$ cat config.mk
export PLATFORM = sky130hd
export DESIGN_NAME = connect4_draw_engine
export DESIGN_NICKNAME = d
export VERILOG_FILES = /design/src/rtl/connect4_draw_engine.sv
export SDC_FILE = /design/constraint.sdc
export NUM_CORES = 1
export LEC_CHECK = 0
export BUFFER_PORTS_ARGS = -buffer_cell sky130_fd_sc_hd__buf_2
export CORE_MARGIN = 5
export CORE_UTILIZATION = 50
export DETAILED_ROUTE_END_ITERATION = 8
export PLACE_DENSITY = 0.8
export SETUP_SLACK_MARGIN = 0.3
export SLEW_MARGIN = 20
export SYNTH_ARGS = -nofsm -noshare
export SYNTH_HDL_FRONTEND = slang
export SYNTH_SLANG_ARGS = --single-unit
$ cat constraint.sdc
create_clock -name clk -period 2.2 [get_ports clk]
set_input_delay 0.33 -clock clk [delete_from_list [all_inputs] [get_ports clk]]
set_output_delay 0.33 -clock clk [all_outputs]
set_load 0.01 [all_outputs]
$ cat src/rtl/connect4_draw_engine.sv
// Connect Four draw engine: turns one piece/pointer draw request into a
// stream of 4x4 pixel writes for the VGA adapter.  A pointer move first
// blacks out the old pointer, then paints the new one, and remembers the
// pointer column so the game controller never has to.
module connect4_draw_engine #(
  parameter int X_ORIGIN   = 16,
  parameter int Y_ORIGIN   = 20,
  parameter int CELL_PITCH = 8
) (
  input  logic       clk,
  input  logic       resetn,
  input  logic       req,
  input  logic       req_kind,
  input  logic [2:0] req_col,
  input  logic [2:0] req_row,
  input  logic       req_player,
  output logic       ready,
  output logic [7:0] x,
  output logic [6:0] y,
  output logic [2:0] colour,
  output logic       plot,
  output logic       done
);

  typedef enum logic [1:0] {IDLE, ERASE, DRAW, FINISH} state_t;

  localparam logic [8:0] XO    = 9'(X_ORIGIN);
  localparam logic [8:0] YO    = 9'(Y_ORIGIN);
  localparam logic [8:0] PITCH = 9'(CELL_PITCH);

  state_t     state;
  logic [2:0] ptr_col;
  logic [3:0] cnt;
  logic       kind;
  logic [2:0] col;
  logic [2:0] row;
  logic       player;

  function automatic logic [7:0] pix_x(input logic [2:0] c, input logic [3:0] n);
    return 8'(XO + {6'd0, c} * PITCH + {7'd0, n[1:0]});
  endfunction

  function automatic logic [6:0] pix_y_piece(input logic [2:0] r, input logic [3:0] n);
    return 7'(YO + (9'd5 - {6'd0, r}) * PITCH + {7'd0, n[3:2]});
  endfunction

  function automatic logic [6:0] pix_y_ptr(input logic [3:0] n);
    return 7'(YO - PITCH + {7'd0, n[3:2]});
  endfunction

  function automatic logic [2:0] player_colour(input logic p);
    return p ? 3'b110 : 3'b100;
  endfunction

  // Sequencer: each edge picks the next state and registers the pixel that
  // belongs to it, so the first pixel appears the cycle after acceptance.
  always_ff @(posedge clk or negedge resetn) begin
    if (!resetn) begin
      state   <= IDLE;
      ptr_col <= 3'd3;
      cnt     <= 4'd0;
      kind    <= 1'b0;
      col     <= 3'd0;
      row     <= 3'd0;
      player  <= 1'b0;
      ready   <= 1'b1;
      plot    <= 1'b0;
      done    <= 1'b0;
      x       <= 8'd0;
      y       <= 7'd0;
      colour  <= 3'd0;
    end else begin
      case (state)
        IDLE: begin
          ready <= 1'b1;
          plot  <= 1'b0;
          done  <= 1'b0;
          if (req) begin
            kind   <= req_kind;
            col    <= req_col;
            row    <= req_row;
            player <= req_player;
            cnt    <= 4'd0;
            ready  <= 1'b0;
            if (req_col > 3'd6 || (!req_kind && req_row > 3'd5)) begin
              state <= FINISH;
              done  <= 1'b1;
            end else if (req_kind) begin
              state  <= ERASE;
              plot   <= 1'b1;
              x      <= pix_x(ptr_col, 4'd0);
              y      <= pix_y_ptr(4'd0);
              colour <= 3'b000;
            end else begin
              state  <= DRAW;
              plot   <= 1'b1;
              x      <= pix_x(req_col, 4'd0);
              y      <= pix_y_piece(req_row, 4'd0);
              colour <= player_colour(req_player);
            end
          end
        end
        ERASE: begin
          if (cnt == 4'd15) begin
            state  <= DRAW;
            cnt    <= 4'd0;
            x      <= pix_x(col, 4'd0);
            y      <= pix_y_ptr(4'd0);
            colour <= player_colour(player);
          end else begin
            cnt <= cnt + 4'd1;
            x   <= pix_x(ptr_col, cnt + 4'd1);
            y   <= pix_y_ptr(cnt + 4'd1);
          end
        end
        DRAW: begin
          if (cnt == 4'd15) begin
            state <= FINISH;
            plot  <= 1'b0;
            done  <= 1'b1;
            if (kind) ptr_col <= col;
          end else begin
            cnt <= cnt + 4'd1;
            x   <= pix_x(col, cnt + 4'd1);
            y   <= kind ? pix_y_ptr(cnt + 4'd1) : pix_y_piece(row, cnt + 4'd1);
          end
        end
        FINISH: begin
          state <= IDLE;
          done  <= 1'b0;
          ready <= 1'b1;
          plot  <= 1'b0;
        end
        default: state <= IDLE;
      endcase
    end
  end

endmodule

Yosys cells after proc, flatten, opt, wreduce, memory -nomap -nowiden. Cells that the tools add are included.

Bits of input ports: 11. Output and inout port bits: 21. Word-level logic and storage cells: 91. Register bits: 38.

Reductions and logical operators: 15. $add $sub $neg: 12. Muxes and demuxes: 40. Magnitude comparators: 2. Equal/unequal tests: 9.

Operators with widths (count): 2-to-1 mux 7 bit (6); 2-to-1 mux 8 bit (4); one-hot mux 8 bit (3 select lines) (1); adder 5 x 6 -> 7 bit, first input constant (3); one-hot mux 7 bit (3 select lines) (1); adder 7 x 2 -> 8 bit (2); adder 6 x 7 -> 7 bit, first input constant (2); 2-to-1 mux 2 bit (7); 2-to-1 mux 3 bit (4); 2-to-1 mux 4 bit (3); one-hot mux 4 bit (3 select lines) (1); inequality test 2 bit, second input constant (5); AND reduction 3 bit (3); one-hot mux 2 bit (4 select lines) (1); AND reduction 4 bit (2); subtractor 3 x 3 -> 4 bit, first input constant (2); adder 7 x 3 -> 7 bit (1); 2-to-1 mux 1 bit (7); greater-than comparator 3 bit, second input constant (2); one-hot mux 1 bit (3 select lines) (2); one-hot mux 3 bit (2 select lines) (1); nonzero test 3 bit (2); adder 4 x 2 -> 5 bit, first input constant (1); 2-to-1 mux 5 bit (1); 11 further kinds (14).

Depth between registers and ports, before layout. Gate-level depths: netlist (run 1).

Depth in word-level cells: 6. Gate-level depth with buffers: 7.

Worst setup path before layout (run 1). No wires, ideal clock.

Path type: reg-to-reg. Start point: reg state[0]. End point: reg x[0]. Arrival: 1.924 ns. Clock period less this slack: 2.049 ns. Data required time: 2.075 ns. Slack: 0.151 ns. Stages on the path, launching flop included: 7. Cell sequence: dfrtp_1 inv_1 ha_1 a221oi_4 a21boi_4 buf_12 mux2_4.

Word-level cells in the longest chain between the ends: 3. Elaborated cells between the ends (all ways): 9. Classes of those cells: eq/ne: 5; mux: 1; reduce/logical: 3.

Ends and longest elaborated chain: start, declared (RTL line 31) `state_t state;`; start signal, assigned (RTL line 59) `state <= IDLE;`; start signal, assigned (RTL line 86) `state <= FINISH;`; start signal, assigned (RTL line 89) `state <= ERASE;`; == test 2 bit, or another cell as far along (RTL line 73) `case (state)`; inequality test 2 bit (no source line) / nonzero test 3 bit (equally long branches); AND reduction 4 bit (no source line); end signal, assigned (RTL line 91) `x <= pix_x(ptr_col, 4'd0);`; end signal, assigned (RTL line 97) `x <= pix_x(req_col, 4'd0);`; end signal, assigned (RTL line 107) `x <= pix_x(col, 4'd0);`; end, declared (RTL line 18) `output logic [7:0] x,`.

Several ways; a longest one is shown, not always the timed one. A chain may end at the register's enable or synchronous reset.

Worst setup path after layout (run 1).
Start point: reg cnt[0]. End point: reg y[0].

Word-level cells in the longest chain between the ends: 5. Elaborated cells between the ends (all ways): 10. Classes of those cells: add/sub: 3; eq/ne: 2; mux: 4; reduce/logical: 1.

Ends and longest elaborated chain: start, declared (RTL line 33) `logic [3:0] cnt;`; start signal, assigned (RTL line 111) `cnt <= cnt + 4'd1;`; start signal, assigned (RTL line 123) `cnt <= cnt + 4'd1;`; adder 4 x 1 -> 4 bit (RTL line 113, 125); adder 7 x 3 -> 7 bit / adder 4 x 2 -> 5 bit (equally long branches) (RTL line 44, 48); 2-to-1 mux 7 bit (RTL line 125) `y <= kind ? pix_y_ptr(cnt + 4'd1) : pix_y_piece(row, cnt + 4'd1);`; 2-to-1 mux 7 bit (RTL line 117) `if (cnt == 4'd15) begin`; one-hot mux 7 bit (3 select lines) (RTL line 73); end signal, assigned (RTL line 92) `y <= pix_y_ptr(4'd0);`; end signal, assigned (RTL line 113) `y <= pix_y_ptr(cnt + 4'd1);`; end signal, assigned (RTL line 125); end, declared (RTL line 19) `output logic [6:0] y,`.

Several ways; a longest one is shown, not always the timed one. The select of a mux whose other input is x is not followed.

==> metrics.yaml, run 1 <==
rsz0062_at_grt: "true"
period_minus_slack_ns: 1.95
grt_pass1_wl_mm: 6.93
critical_path.cell_chain: "ha_2 -> and3_4 -> a221oi_4 -> a21boi_4 -> clkbuf_16 -> mux2_4"
tightestPinTransition_ns: 0.767
port_buffers: 28
power_density_mw_per_mm2: 1400
clock_power_share_pct: 14.8
gp_congestion: 0.871
cts_hold_buffers: 0
crit_type: "reg2reg"
cts_root_buf: "clkbuf_8"
synth-edff-count: 0
hpwl_mm: 2.86
antenna_found_initial: 0
power.net_switching_mw: 1.27
cp-start-kind: "register"
ys_async_sr_fraction_pct: 100
first_pass_iters: 4
power_frac_seq_pct: 30.1
via_per_inst: 5.49
worstPathMaxFanout: 4
grt-ovfl-total: 0
fp.dieArea_mm2: 0.00534
dp_slack_ns: 0.108
vdd_ir_drop_max_mv: 0.636
clk_latency_ns: 0.29
clk_pin_slew_ns: 0.07
area_growth_pct: 21.1
syn_avg_cell_area_um2: 11.4
ys_warn_count: 0
cts_buffer_depth: 2
ys.flop_type: "dfrtp_1"
power_leakage_nw: 1.16
setup_slack_ns: 0.251
max_stage_delay_ns: 0.40
synth-seq-area-share_pct: 44.2
swShare_pct: 37.5
yosysUniqueCellTypes: 43
slew-limit-headroom_pct: 48.9
syn_inst: 175
fmaxAchievable_ghz: 0.513
routedWlPerCell_um: 15.8
fin_crit_sh_pct: 88.6
drive_above_1_share_pct: 40.4
grt_util_all_layers_pct: 17.2
grt_pass1_vias: 1478
cts_sinks: 35
crit_path_end_kind: "register"
finalHoldViolCount: 0
row_count: 23
status: "completed"
cts_tree: "done"
drt-total-wl_mm: 4.25
hp-class: "in2async"
antenna_cells: 0
ys_ff_latch: 35
p_int_mw: 2.11
start_util_pct: 50.8
worstPathArrival_ns: 2.12
io_pins: 32
slowest_stage: "dfrtp_1"
core_mm2: 0.00391
maxCapViolations: 0
grt_start_max_net_pins: 36
synth_area_mm2: 0.00199
required_ns: 2.37
slew_violations: 0
die_y_um: 73.1
final_nets: 239
fin_skew_ns: 0.00707
numCtsBuffers: 5
tns_ns: 0
drtIter0Drc: 55
vias: 1470
ant_nets: 0
die_x_um: 73.1
p_comb_share_pct: 55.0
drc: 0
htreeDepth: 2
finalSetupViolCount: 0
final cells by class:
type | count | area (µm²)
Fill cell | 337 | 1510
Clock buffer | 8 | 100
Multi-Input combinational cell | 123 | 1050
Inverter | 9 | 33.8
Tap cell | 50 | 62.6
Sequential cell | 35 | 880
Timing Repair Buffer | 43 | 282
synthesized netlist by cell type (2+ instances only):
cell | number | area, µm²
clkbuf_1 | 5 | 18.8
nor3_1 | 5 | 25.0
mux2_2 | 18 | 203
ha_1 | 11 | 138
or2_2 | 2 | 12.5
o32ai_1 | 3 | 26.3
inv_1 | 9 | 33.8
nand2b_1 | 2 | 12.5
mux2_4 | 7 | 105
nand2_1 | 13 | 48.8
buf_4 | 3 | 22.5
o31ai_1 | 4 | 30.0
dfrtp_1 | 32 | 801
nand3_1 | 3 | 15.0
nor2_1 | 8 | 30.0
o22ai_1 | 3 | 18.8
o32a_1 | 3 | 30.0
o21ai_0 | 6 | 30.0
mux2i_1 | 5 | 50.1
dfstp_2 | 3 | 78.8
a211oi_1 | 2 | 15.0
a21oi_1 | 5 | 25.0
nor2b_1 | 2 | 12.5
nand3b_1 | 2 | 15.0
cells by family after synthesis:
| kind of cell | Yosys count | synth area share [%] |
|---|---|---|
| xor gates and xnor gates | 2 | 0.881 |
| other | 1 | 0.189 |
| buffers and inverters | 19 | 5.03 |
| adders and majority gates | 11 | 6.92 |
| DFF | 35 | 44.2 |
| muxes | 30 | 18.0 |
| AOI/OAI and AO/OA | 35 | 14.1 |
| and+or+nand+nor | 42 | 10.6 |
stage by stage:
step	instance area [µm²]	power (mW)	utilization [%]	hold WS, ns	std cells
3_5_place_dp	2180	2.63	55.7	0.446	249
2_1_floorplan	2010	2.23	-	0.0344	177
5_1_grt	2410	3.62	61.5	0.171	268
6_report	2410	3.37	61.5	0.115	268
3_3_place_gp	2180	2.58	55.7	0.444	249
4_1_cts	2390	3.36	61.0	0.129	267
per-layer routing:
layer | global-route usage [%] | part of all wire [%] | up-vias
li1 | - | - | 709
met1 | 21.7 | 44 | 720
met2 | 26.4 | 50 | 33
met3 | 4.68 | 4.8 | 8
met4 | 9.63 | 1.8 | 0
met5 | 0 | 0 | -
critical path, delay by kind of cell (launching register included):
kind                     cells  cell delay (ns)
AO/OA/AOI/OAI                2             0.55
flip-flops                   1             0.40
multiplexers                 1             0.29
adder cells (fa/ha/maj)      1             0.20
AND/OR/NAND/NOR              1             0.20
buffers and inverters        1             0.20
placed cells by master, fill, tap and decap left out, types with 2 or more instances in the layout:
cell type  instances
nand3b_1           2
ha_2               2
mux2_4            10
buf_4             12
nor2_1             8
nor2b_1            2
buf_2             28
or2_2              2
mux2i_1            5
a21oi_1            5
dfrtp_1           32
o32a_1             3
o32ai_1            3
ha_1               8
o22ai_1            3
o31ai_1            4
conb_1             3
inv_1              9
clkbuf_8           7
dfstp_2            3
nand2b_1           2
o21ai_0            6
nand2_1           13
nor3_1             5
nand3_1            3
mux2_2            15
registers in the layout, indices dropped and copies added (netlist names):
signal,flops
y,7
x,6
cnt,4
col,3
ptr_col,3
row,3
colour,2
state,2
done,1
kind,1
player,1
plot,1
ready,1
worst paths after layout:
check | start | end | slack, ns | cells past startpoint
max in group asynchronous | resetn | done | 1.60 | 1
hold / removal | resetn | row[1] | 0.12 | 1
setup reg to reg | cnt[0] | y[0] | 0.25 | 6
min in group clk | req_row[0] | row[0] | 0.29 | 2
setup / recovery | cnt[0] | y[0] | 0.25 | 6
hold reg to reg | y[2] | y[2] | 0.47 | 1
power by group through the flow:
stage | clock network (mW) | logic, mW | registers [mW]
final | 0.500 | 1.86 | 1.02
after global routing | 0.544 | 2.03 | 1.04
after CTS | 0.517 | 1.83 | 1.01
after detailed placement | 0 | 1.59 | 1.04
after global placement | 0 | 1.55 | 1.03
after floorplan | 0 | 1.17 | 1.06
repair_timing:
action | 4_1_cts | 5_1_grt
cloned | 1 | 0
hold endpoints to repair | 0 | 0
pin swaps | 1 | 0
buffers inserted | 9 | 1
gates resized for setup | 4 | 5
endpoints found under the setup margin | 8 | 11
(Power assumes the default switching activity.)
==> run 2: changes to the inputs <==
- CORE_ASPECT_RATIO: default -> 1.5
==> metrics.yaml, run 2 (synthesis results as in run 1) <==
dp_slack_ns: 0.195  # +0.0869 ns
finalSetupViolCount: 0  # unchanged
largest_reg_flops: 7  # unchanged
tightestPinTransition_ns: 0.746  # -0.0210 ns
grt_pass1_wl_mm: 6.86  # -1.0%
hp-class: "in2async"
drive_above_1_share_pct: 38.8  # -1.6 points
power_density_mw_per_mm2: 1360  # -2.7%
htreeDepth: 2  # unchanged
via_per_inst: 5.61  # +2.2%
die_y_um: 87.2  # +19%
antenna_cells: 0  # unchanged
vias: 1452  # -1.2%
fmaxAchievable_ghz: 0.543  # +5.9%
clk_latency_ns: 0.29  # about the same
gp_congestion: 0.870  # -0.11%
ant_nets: 0  # unchanged
finalHoldViolCount: 0  # unchanged
p_int_mw: 1.96  # -7.1%
status: "completed"
start_util_pct: 51.1  # +0.33 points
worstPathMaxFanout: 7  # +3
cts_hold_buffers: 0  # unchanged
top_register: "y"
maxUsedRoutingLayer: "met4"
r2r_start: "cnt[1]"
drc: 0  # unchanged
fp.dieArea_mm2: 0.00536  # +0.48%
ff2ff_setup_slack_ns: 0.36  # +0.11 ns
power.net_switching_mw: 1.23  # -2.9%
slew-limit-headroom_pct: 50.3  # +1.4 points
area_growth_pct: 17.6
period_minus_slack_ns: 1.84  # -0.108 ns
row_count: 28  # +22%
cts_tree: "done"
final_nets: 235  # -1.7%
power_leakage_nw: 1.11  # -4.6%
rsz0062_at_grt: "true"
maxCapViolations: 0  # unchanged
port_buffers: 28  # unchanged
grt_start_max_net_pins: 36  # unchanged
tns_ns: 0  # unchanged
hpwl_mm: 2.90  # +1.6%
slew_violations: 0  # unchanged
first_pass_iters: 4  # unchanged
clk_pin_slew_ns: 0.07  # about the same
rr_worst_depth: 6  # unchanged
r2r_end: "x[3]"
vdd_ir_drop_max_mv: 1.09  # +72%
drtIter0Drc: 55  # unchanged
drt-total-wl_mm: 4.15  # -2.3%
cts_root_buf: "clkbuf_8"
clock_power_share_pct: 13.7  # -1.1 points
fin_skew_ns: 0.0121  # +0.00502 ns
power_frac_seq_pct: 32.5  # +2.4 points
layout_common_cells: "dfrtp_1, buf_2, mux2_2, nand2_1, buf_4"
cp-start-kind: "register"
met2_length_mm: 2.15  # +2.1%
swShare_pct: 38.6  # +1.0 points
grt_pass1_vias: 1465  # -0.88%
layout.cells.most_common: "dfrtp_1"
antenna_found_initial: 0  # unchanged
grt-ovfl-total: 0  # unchanged
crit_path_end_kind: "register"
nFillCells: 333  # -1.2%
wl_met3_um: 182  # -11%
core_mm2: 0.00389  # -0.64%
die_x_um: 61.5  # -16%
routedWlPerCell_um: 16.0  # +1.1%
p_comb_share_pct: 53.8  # -1.2 points
cts_buffer_depth: 2  # unchanged
fin_crit_sh_pct: 83.7  # -4.9 points
crit_type: "reg2reg"
worstPathArrival_ns: 2.00  # -0.12 ns
io_pins: 32  # unchanged
wl_met1_mm: 1.72  # -7.2%
numCtsBuffers: 5  # unchanged
cts_sinks: 35  # unchanged
setup_slack_ns: 0.360  # +0.108 ns
largest_registers: "y (7), x (6), cnt (4)"
required_ns: 2.36  # about the same
grt_util_all_layers_pct: 17.4  # +0.19 points
## run 2: layer usage
layer / up-vias / global-route usage [%]
li1: 705 / -
met1: 702 / 21.2
met2: 34 / 27.6
met3: 11 / 4.30
met4: 0 / 8.88
met5: - / 0
## run 2: how the worst max path moves through the flow
stage,slack [ns],endpoint,start
2_1_floorplan,0.25,x[0],cnt[0]
3_3_place_gp,0.26,y[1],state[0]
3_5_place_dp,0.20,y[5],state[0]
4_1_cts,0.30,x[3],state[1]
5_1_grt,0.29,x[3],cnt[1]
6_report,0.36,x[3],cnt[1]
## run 2: metrics by stage
step	instance area, µm²	power, mW	hold slack [ns]	instances	util, %
after floorplan	2010	2.23	0.0344	177	-
after global placement	2170	2.59	0.435	244	55.9
after detailed placement	2170	2.63	0.447	244	55.9
after CTS	2300	3.15	0.129	257	59.1
after global routing	2340	3.43	0.167	259	60.1
final	2340	3.18	0.101	259	60.1
## run 2: cell type report
| type | instances | area, µm² | share of cell area (%) |
|---|---|---|---|
| Clock buffer | 8 | 80.1 | 3.43 |
| Inverter | 9 | 36.3 | 1.55 |
| Multi-Input combinational cell | 123 | 1050 | 45.1 |
| Sequential cell | 35 | 881 | 37.7 |
| Tap cell | 45 | 56.3 | 2.41 |
| Timing Repair Buffer | 39 | 230 | 9.85 |
## run 2: power by group through the flow
stage          sequential [mW]  clock (mW)  combinational [mW]
2_1_floorplan             1.06           0                1.17
3_3_place_gp              1.03           0                1.56
3_5_place_dp              1.04           0                1.59
4_1_cts                   1.02       0.449                1.68
5_1_grt                   1.07       0.479                1.89
6_report                  1.03       0.436                1.71
## run 2: what timing repair did
item	4_1_cts	5_1_grt
pin swaps	0	1
gates resized for setup	2	5
buffers inserted	5	2
setup endpoints to repair	10	14
## run 2: worst max-delay path, cell delays in order (launching register included)
cell	delay (ns)
dfrtp_1	0.43
ha_4	0.18
and3_4	0.18
a221oi_4	0.22
a21boi_4	0.23
buf_6	0.17
mux2_4	0.31
==> run 3: changes to the inputs <==
- ABC_AREA: default -> 1
- CORE_UTILIZATION: 50 -> 56
- PLACE_DENSITY: 0.8 -> 0.84
- clock period: 2.2 -> 1.8 ns (I/O delays scaled with it)
==> metrics.yaml, run 3 <==
cp-startpoint: "state[0]"
gp_congestion: 0.898  # +3.2%
yosys-top-cells-count: "nand2_1, dfrtp_1, inv_1"
fin_skew_ns: 0.00732  # -0.00478 ns
synth-edff-count: 0  # unchanged
synth_xor_area_share_pct: 0.441  # -0.44 points
cts_sinks: 35  # unchanged
synthSimpleGateAreaFrac_pct: 25.5  # +15 points
vdd_ir_drop_max_mv: 1.38  # +26%
largest_reg_flops: 7  # unchanged
worstPathArrival_ns: 1.68  # -0.32 ns
synth_top_area_share_pct: 40.4  # +0.076 points
ys.flop_type: "dfrtp_1"
drc: 0  # unchanged
p_comb_share_pct: 58.2  # +4.4 points
power_leakage_nw: 1.25  # +13%
drt-total-wl_mm: 5.01  # +21%
tns_ns: 0  # unchanged
ant_nets: 0  # unchanged
synth_area_mm2: 0.00198  # -0.19%
slew-limit-headroom_pct: 47.5  # -2.7 points
cts_hold_buffers: 0  # unchanged
synth.area.top_cells: "dfrtp_1, nand2_1, ha_1, o21ai_0, dfstp_2"
power.total_mw: 4.36  # +37%
hp-class: "in2async"
power_density_mw_per_mm2: 1750  # +29%
die_x_um: 58.6  # -4.7%
antenna_found_initial: 0  # unchanged
ys_ff_latch: 35  # unchanged
syn_avg_cell_area_um2: 8.23  # -28%
worstPathMaxFanout: 8  # +1
syn_inst: 241  # +38%
crit_type: "reg2reg"
clk_latency_ns: 0.30  # about the same
drtIter0Drc: 79  # +44%
period_minus_slack_ns: 1.50  # -0.341 ns
top_register: "y"
fin_area_mm2: 0.00249  # +6.5%
grt_util_all_layers_pct: 19.5  # +2.1 points
p_int_mw: 2.39  # +22%
clk_pin_slew_ns: 0.07  # about the same
fin_crit_sh_pct: 83.3  # -0.37 points
cts_root_buf: "clkbuf_8"
synth_adder_area_share_pct: 6.94  # +0.013 points
layout.cells.most_common: "nand2_1"
yosysUniqueCellTypes: 36  # -16%
grt_pass1_vias: 1610  # +9.9%
rsz0062_at_grt: "true"
drive_above_1_share_pct: 33.8  # -5.0 points
die_y_um: 82.9  # -5.0%
slew_violations: 0  # unchanged
area_growth_pct: 25.5
finalHoldViolCount: 0  # unchanged
antenna_cells: 0  # unchanged
vias: 1779  # +23%
first_pass_iters: 4  # unchanged
numCtsBuffers: 5  # unchanged
finalSetupViolCount: 0  # unchanged
fp.dieArea_mm2: 0.00486  # -9.4%
tightestPinTransition_ns: 0.787  # +0.0408 ns
fmaxAchievable_ghz: 0.667  # +23%
power_frac_seq_pct: 28.7  # -3.8 points
routedWlPerCell_um: 15.5  # -3.3%
htreeDepth: 2  # unchanged
cts_buffer_depth: 2  # unchanged
hpwl_mm: 3.25  # +12%
r2r_start: "state[0]"
clock_power_share_pct: 13.2  # -0.5 points
cts_tree: "done"
cp-start-kind: "register"
synth_compound_area_share_pct: 11.9  # -2.2 points
status: "completed"
yosysMostFrequentCell: "nand2_1"
crit_path_end_kind: "register"
ys_warn_count: 0  # unchanged
synth-seq-area-share_pct: 44.3  # +0.084 points
grt-ovfl-total: 0  # unchanged
swShare_pct: 45.3  # +6.7 points
required_ns: 1.98  # -0.38 ns
via_per_inst: 5.51  # -1.8%
ys_async_sr_fraction_pct: 100  # unchanged
core_mm2: 0.00342  # -12%
synth_top_family_by_area: "simple AND/OR/NAND/NOR gates"
port_buffers: 28  # unchanged
final_nets: 302  # +29%
maxCapViolations: 0  # unchanged
start_util_pct: 58.1  # +7.0 points
largest_registers: "y (7), x (6), cnt (4)"
grt_pass1_wl_mm: 7.37  # +7.5%
grt_start_max_net_pins: 36  # unchanged
row_count: 26  # -7.1%
yosysTopAreaCell: "dfrtp_1"
ff2ff_setup_slack_ns: 0.30  # -0.06 ns
power.net_switching_mw: 1.97  # +61%
io_pins: 32  # unchanged
synthMuxAreaShare_pct: 1.70  # -16 points
placed_cell_area_mm2: 0.00215  # -0.92%
layout_common_cells: "nand2_1, dfrtp_1, buf_2, inv_1, nor2_1"
## run 3: cell count changes after synthesis, sizes merged, moves of 5 or more
cell,delta
a21oi,+5
inv,+13
mux2,-22
mux2i,-5
nand2,+70
nand3,+6
nand4,+5
nor2,+9
nor3,-5
o21ai,+18
## run 3: area by class of cell
cell class,count,area (µm²)
Clock inverter,2,12.5
Sequential cell,35,882
Timing Repair Buffer,40,284
Tap cell,42,52.6
Multi-Input combinational cell,175,1070
Fill cell,234,926
Inverter,23,114
Clock buffer,6,72.6
## run 3: per-stage QoR
step	hold slack [ns]	setup WS (ns)	std cells	utilization [%]
2_1_floorplan	-0.0256	0.305	243	-
3_3_place_gp	0.388	0.207	308	63.0
3_5_place_dp	0.393	0.156	308	63.0
4_1_cts	0.0727	0.313	320	67.4
5_1_grt	0.102	0.180	323	72.9
6_report	0.0463	0.301	323	72.9
## run 3: path summary, 6_finish.rpt
path,cells past startpoint,end
worst max-delay path,9,y[1]
worst min-delay path,1,col[2]
worst max register to register,9,y[1]
worst min register to register,1,y[2]
max in group asynchronous,1,cnt[0]
min in group clk,2,player
## run 3: power groups by stage
| stage | Clock [mW] | Combinational [mW] | Sequential [mW] |
|---|---|---|---|
| after floorplan | 0 | 1.35 | 1.27 |
| after global placement | 0 | 1.85 | 1.23 |
| after detailed placement | 0 | 1.90 | 1.24 |
| after CTS | 0.582 | 2.00 | 1.21 |
| after global routing | 0.621 | 2.76 | 1.28 |
| final | 0.574 | 2.54 | 1.25 |
## run 3: timing repair
action,CTS,global route
cloned,0,1
gates resized for setup,8,42
endpoints found under the setup margin,24,27
setup buffers,4,2
pin swaps,2,9
## run 3: cell families after synthesis
group / after synthesis
and+or+nand+nor: 117
AOI/OAI and AO/OA: 40
DFF: 35
buffers and inverters: 33
adders and majority gates: 11
muxes: 3
other: 1
xor gates and xnor gates: 1
## run 3: critical path, stage by stage, from the launching register on
cell	delay [ns]
dfrtp_2	0.45
inv_4	0.08
ha_4	0.19
nand2_4	0.09
nand2_4	0.07
nor2_4	0.13
nand2_4	0.09
clkbuf_16	0.18
nand2_2	0.05
o21ai_1	0.06
## run 3: per-layer routing
layer,global-route usage [%],vias up,routed length [µm]
met4,12.6,0,222
met3,4.04,26,234
met5,0,-,0
li1,-,852,-
met1,21.3,837,1880
met2,32.9,64,2670
